===== config.mk =====
export PLATFORM = sky130hd
export DESIGN_NAME = prescale_rate_controller
export DESIGN_NICKNAME = d
export VERILOG_FILES = /design/src/rtl/prescale_rate_controller.sv
export SDC_FILE = /design/constraint.sdc
export NUM_CORES = 1
export LEC_CHECK = 0
export CORE_MARGIN = 1.5
export CORE_UTILIZATION = 25
export CTS_CLUSTER_DIAMETER = 150
export DETAILED_ROUTE_END_ITERATION = 6
export SLEW_MARGIN = 20
export SYNTH_ARGS = -nofsm -noshare
export SYNTH_HDL_FRONTEND = slang
export SYNTH_SLANG_ARGS = --single-unit

===== constraint.sdc =====
create_clock -name CLOCK_50 -period 5.58 [get_ports CLOCK_50]
set_input_delay 0.837 -clock CLOCK_50 [delete_from_list [all_inputs] [get_ports CLOCK_50]]
set_output_delay 0.837 -clock CLOCK_50 [all_outputs]
set_load 0.01 [all_outputs]

===== src/rtl/prescale_rate_controller.sv =====
// rtl/prescale_rate_controller.sv - fast/slow CLOCK_50 prescaler with boundary-aligned rate changes; optional hold port via DIVIDER_HOLD_EN
module prescale_rate_controller #(
  parameter int unsigned FAST_HALF = 50000,
  parameter int unsigned SLOW_HALF = 5000000,
  parameter int unsigned CNT_W     = 27
) (
  input  logic CLOCK_50,
  input  logic resetn,
  input  logic rate_req,
  input  logic rate_sel,
  output logic scaledClock,
  output logic tick,
  output logic cur_sel,
  output logic busy,
  output logic rate_ack
`ifdef DIVIDER_HOLD_EN
  ,
  input  logic hold
`endif
);

  localparam logic [CNT_W-1:0] FAST_LIM = CNT_W'(FAST_HALF - 1);
  localparam logic [CNT_W-1:0] SLOW_LIM = CNT_W'(SLOW_HALF - 1);
  localparam logic [CNT_W-1:0] CNT_ONE  = CNT_W'(1);

  typedef enum logic {
    IDLE    = 1'b0,
    PENDING = 1'b1
  } state_t;

  state_t           state;
  logic             pend_sel;
  logic [CNT_W-1:0] counter;
  logic [CNT_W-1:0] limit;
  logic             run;
  logic             at_limit;
  logic             fall_edge;

`ifdef DIVIDER_HOLD_EN
  assign run = ~hold;
`else
  assign run = 1'b1;
`endif

  // The limit follows cur_sel, which only changes together with counter<=0,
  // so the counter can never be stranded above a smaller new limit.
  assign limit     = cur_sel ? SLOW_LIM : FAST_LIM;
  assign at_limit  = run && (counter == limit);
  assign fall_edge = at_limit && scaledClock;

  // Divider: count to the half-period limit, then toggle the scaled clock and emit a tick.
  always_ff @(posedge CLOCK_50 or negedge resetn) begin
    if (!resetn) begin
      counter     <= '0;
      scaledClock <= 1'b0;
      tick        <= 1'b0;
    end else begin
      tick <= 1'b0;
      if (at_limit) begin
        counter     <= '0;
        scaledClock <= ~scaledClock;
        tick        <= 1'b1;
      end else if (run) begin
        counter <= counter + CNT_ONE;
      end
    end
  end

  // Rate FSM: latch a differing request, commit it on the next falling boundary of scaledClock.
  always_ff @(posedge CLOCK_50 or negedge resetn) begin
    if (!resetn) begin
      state    <= IDLE;
      pend_sel <= 1'b0;
      cur_sel  <= 1'b0;
      busy     <= 1'b0;
      rate_ack <= 1'b0;
    end else begin
      rate_ack <= 1'b0;
      case (state)
        IDLE: begin
          if (rate_req) begin
            if (rate_sel != cur_sel) begin
              pend_sel <= rate_sel;
              busy     <= 1'b1;
              state    <= PENDING;
            end else begin
              rate_ack <= 1'b1;
            end
          end
        end
        PENDING: begin
          if (fall_edge) begin
            cur_sel  <= pend_sel;
            rate_ack <= 1'b1;
            busy     <= 1'b0;
            state    <= IDLE;
          end
        end
        default: state <= IDLE;
      endcase
    end
  end

endmodule


# Word level (Yosys, flattened, before mapping)
# Index checks and enable logic that the tools add are counted.
# Widths: inputs -> output; s select.
[classes] n_addsub=1 n_mul=0 n_div=0 order_cmp=0 n_eq_ne=5 shift=0 n_mux=15 bitwise_logic=2 n_reduce_logical=4
[ops] operator="$add 27x1->27 const B" n=1
[ops] operator="$eq 27x23->1" n=1
[ops] operator="$mux 27" n=1
[ops] operator="$mux 23" n=1
[ops] operator="$mux 1" n=10
[ops] operator="$pmux 1 s2" n=3
[ops] operator="$reduce_and 3->1" n=2
[ops] operator="$ne 2x2->1 const B" n=2
[ops] operator="$ne 2x1->1 const B" n=1
[ops] operator="$not 1->1" n=2
[ops] operator="$reduce_and 2->1" n=1
[ops] operator="$logic_and 1x1->1" n=1
[ops] operator="$ne 1x1->1" n=1
[totals] reg_bits=34 latch_bits=0 ramBits=0 mem_bits_ro=0 input_bits=4 output_inout_bits=5 elab_cells=35 mem_count=0

# Longest topological paths before layout
[logic_depth] depth_word=5 depth_mapped=7 ltp_nobuf=5

# Worst setup path before layout
# Ideal clock, no wire load.
[synth_path] kind="register -> register" from="register cur_sel" to="register counter[4]" setup_time_ns=0.119 arrival_time_ns=1.763 required_time_ns=5.461 path_slack_ns=3.698 path_stages_with_launch=7 path_buffers=2 period_less_slack_ns=1.882 path_cell_list="dfrtp_1 -> clkbuf_1 -> nor4_1 -> a211oi_1 -> a2111oi_4 -> buf_4 -> nor2_1"
[synth_between] elab_chain_cells=3
[synth_lines] element="start: declaration" line="13" text="output logic cur_sel,"
[synth_lines] element="start signal: assignment" line="93" text="cur_sel <= pend_sel;"
[synth_lines] element="$mux 23" line="47" text="assign limit = cur_sel ? SLOW_LIM : FAST_LIM;"
[synth_lines] element="$eq 27x23->1" line="48" text="assign at_limit = run && (counter == limit);"
[synth_lines] element="via at_limit" line="36" text="logic at_limit;"
[synth_lines] element="$mux 27" line="59" text="if (at_limit) begin"
[synth_lines] element="end signal: assignment" line="64" text="counter <= counter + CNT_ONE;"
[synth_lines] element="end: declaration" line="33" text="logic [CNT_W-1:0] counter;"
# The timed path passes the listed nets, and every way through them passes these cells.
# A chain may end at the register's enable or synchronous reset.

# Worst setup path after layout
[layout_path] from="register counter[13]" to="register cur_sel"
[layout_between] elab_chain_cells=3
[layout_lines] element="$eq 27x23->1" line="48"
[layout_lines] element="$logic_and 1x1->1" line="49" text="assign fall_edge = at_limit && scaledClock;"
[layout_lines] element="$reduce_and 2->1 (no source line)"
# Every way passes these cells.

==> qor.csv <==
metric;value;unit
maxSlewViolCount;0;
io_pins;9;
seq_area_frac_synth;0.4971;
netSwitchingFraction;0.2031;
grt_first_pass_wirelength;5940;um
avgSynthCellArea;10.37;um2
cts-root-buf;clkbuf_8;
portBuffers;8;
antenna_cells;0;
tns;0;ns
fill_cells;648;
cts.sinks;34;
clock_latency;0.28;ns
drt-total-wl;3442;um
p_int;377.4;uW
die_w;85.75;um
reg2regPathDepth;4;
p_seq_frac;0.524;
crit-reg2reg-launch;counter[13]$_DFF_PN0_;
final_util;0.3069;
synth-seq-cells;34;
grt-ovfl-total;0;
syn_nets;170;
tritoncts;done;
path_buf_inv;0;
cts_buffers;5;
finalCritPeriodShare;0.4112;
worstSetupPathType;reg2reg;
synth_area;0.001712;mm2
timing.slew.headroom;0.4151;
fp.dieH;85.75;um
route.vias.total;1268;
finalSetupViolations;0;
antenna_found_initial;0;
path_cells;nor4b_1 > nand4_1 > a2111oi_0 > mux2_2;
synth_top_area_frac;0.4971;
min_to;counter[26]$_DFF_PN0_;
ant_nets;0;
worstPathRequired;5.75;ns
final_common_cell;dfrtp_1;
finalHoldViolations;0;
fin_worst_skew;0.003237;ns
gp_congestion;0.7523;
initial_core_util;0.2635;
fmax;435.9;MHz
wl_per_cell;13.50;um
h-tree-depth;2;
netlist_top_cells_area;dfrtp_1 (50%), xnor2_1 (6.7%), xor2_1 (4.6%);
grt_pass1_vias;1228;
hpwl;2358;um
r2r_setup_slack;3.29;ns
syn_inst;165;
clockBufferDepth;2;
crit_cells;4;
worstHoldStart;counter[26]$_DFF_PN0_;
final_cell_mix;dfrtp_1 (34), xnor2_1 (13), nand3_1 (11), nor2_1 (11);
p_switching;96.19;uW
first_iter_violations;73;
crit_path_start_kind;flop;
grt_use_total;0.1037;
post_cts_buffers;0;
crit_path_top_delay_cell;a2111oi_0;
firstDrtPassIters;4;
ys_types;38;
pwr-share-comb;0.027;
rsz0062_at_grt;no;
yosys_warnings;0;
core;0.006495;mm2
via_per_inst;4.973;
worst_pin_slew;0.8693;ns
max_stage_delay;0.67;ns
ir_drop;0.00009268;V
nNetsFinal;182;
post_cts_resized;0;
status;finished clean;
period_minus_slack;2.294;ns
synth_top_area_cell;dfrtp_1;
drive_above_1_share;0.08989;
cp-end-kind;flop;
synth_edf_count;0;
async_flop_share;1.000;
max_cap_violations;0;
dieArea;0.007352;mm2
synth_flop_cell;dfrtp_1;
hold_depth;1;
worstPathMaxFanout;5;
p_clk_frac;0.449;
crit_family;compound AO/OA/AOI/OAI gates;
arrival;2.46;ns
syn2layout_area_growth;16.45;%
power_density;237.6;mW/mm2
drcViolationCount;0;
rows;29;
postCtsHoldBufs;0;
hp-class;reg2reg;
leakagePower;0.0008248;uW
holdWs;0.4819;ns
grt_max_degree;35;
path_clk_slew;0.07;ns
timing.rr.end;cur_sel$_DFFE_PN0P_;
-- metrics by stage --
step           total power [uW]  std cells  instance area, um2  setup WS (ns)
5_1_grt                   494.1        255                1993          3.219
6_report                  473.6        255                1993          3.286
4_1_cts                   480.2        254                1982          3.051
3_3_place_gp              265.8        246                1872          3.117
3_5_place_dp              266.2        246                1872          3.067
2_1_floorplan             255.1        165                1712          3.698
-- worst max-delay path by stage --
stage | startpoint | end | slack (ns)
after floorplan | cur_sel$_DFFE_PN0P_ | counter[4]$_DFF_PN0_ | 3.70
after CTS | counter[10]$_DFF_PN0_ | state$_DFF_PN0_ | 3.05
after global routing | counter[12]$_DFF_PN0_ | cur_sel$_DFFE_PN0P_ | 3.22
after detailed placement | counter[10]$_DFF_PN0_ | state$_DFF_PN0_ | 3.07
final | counter[13]$_DFF_PN0_ | cur_sel$_DFFE_PN0P_ | 3.29
after global placement | counter[10]$_DFF_PN0_ | scaledClock$_DFFE_PN0N_ | 3.12
-- per-layer routing --
metal / share of wire / up-vias / track usage
met1: 0.49 / 615 / 0.1353
li1: - / 634 / -
met5: 0 / - / 0
met2: 0.47 / 14 / 0.1661
met4: 0.013 / 0 / 0.03519
met3: 0.029 / 5 / 0.02887
-- sequential cells by signal (all words and copies together) (netlist names) --
signal       count
counter         27
busy             1
cur_sel          1
pend_sel         1
rate_ack         1
scaledClock      1
state            1
tick             1
-- cells in the mapped netlist, types with 2 or more instances --
master and number:
o211ai_1 2, nor2b_1 2, xor2_1 9, nor2_1 11
or4_1 2, and3_1 4, inv_1 4, nand2_1 9
and2_1 3, a21oi_1 6, dfrtp_1 34, and4_1 3
a31oi_1 4, nor3_1 3, nand4_1 9, clkbuf_1 3
or3_1 4, nand3_1 11, nor4_1 5, a2111oi_0 2
xnor2_1 13, o21ai_0 6
-- kinds of logic (layout without fill, tap and decap cells) --
group / count (synthesis) / in the layout / share of synthesized area
buffers and inverters: 9 / 22 / 0.02266
flip-flops: 34 / 34 / 0.4971
adder cells (fa/ha/maj): 1 / 1 / 0.007309
multiplexers: 1 / 1 / 0.006578
AO/OA/AOI/OAI: 26 / 26 / 0.1089
AND/OR/NAND/NOR: 72 / 72 / 0.2449
XOR/XNOR: 22 / 22 / 0.1126
-- cell type report --
| type | count | area, um2 | share of cell area |
|---|---|---|---|
| clock buffer | 8 | 110.1 | 0.05524 |
| multi-input combinational | 122 | 822.0 | 0.4124 |
| timing repair buffer | 10 | 98.84 | 0.04959 |
| tap | 77 | 96.34 | 0.04834 |
| inverter | 4 | 15.01 | 0.007533 |
| sequential | 34 | 850.8 | 0.4269 |
-- power groups by stage --
stage          Clock (uW)  Combinational (uW)  Sequential [uW]
3_3_place_gp            0                13.0              253
5_1_grt               232                14.4              248
4_1_cts               219                13.2              248
3_5_place_dp            0                13.2              253
2_1_floorplan           0                1.54              254
6_report              213                12.6              248
(Power assumes the default switching activity.)
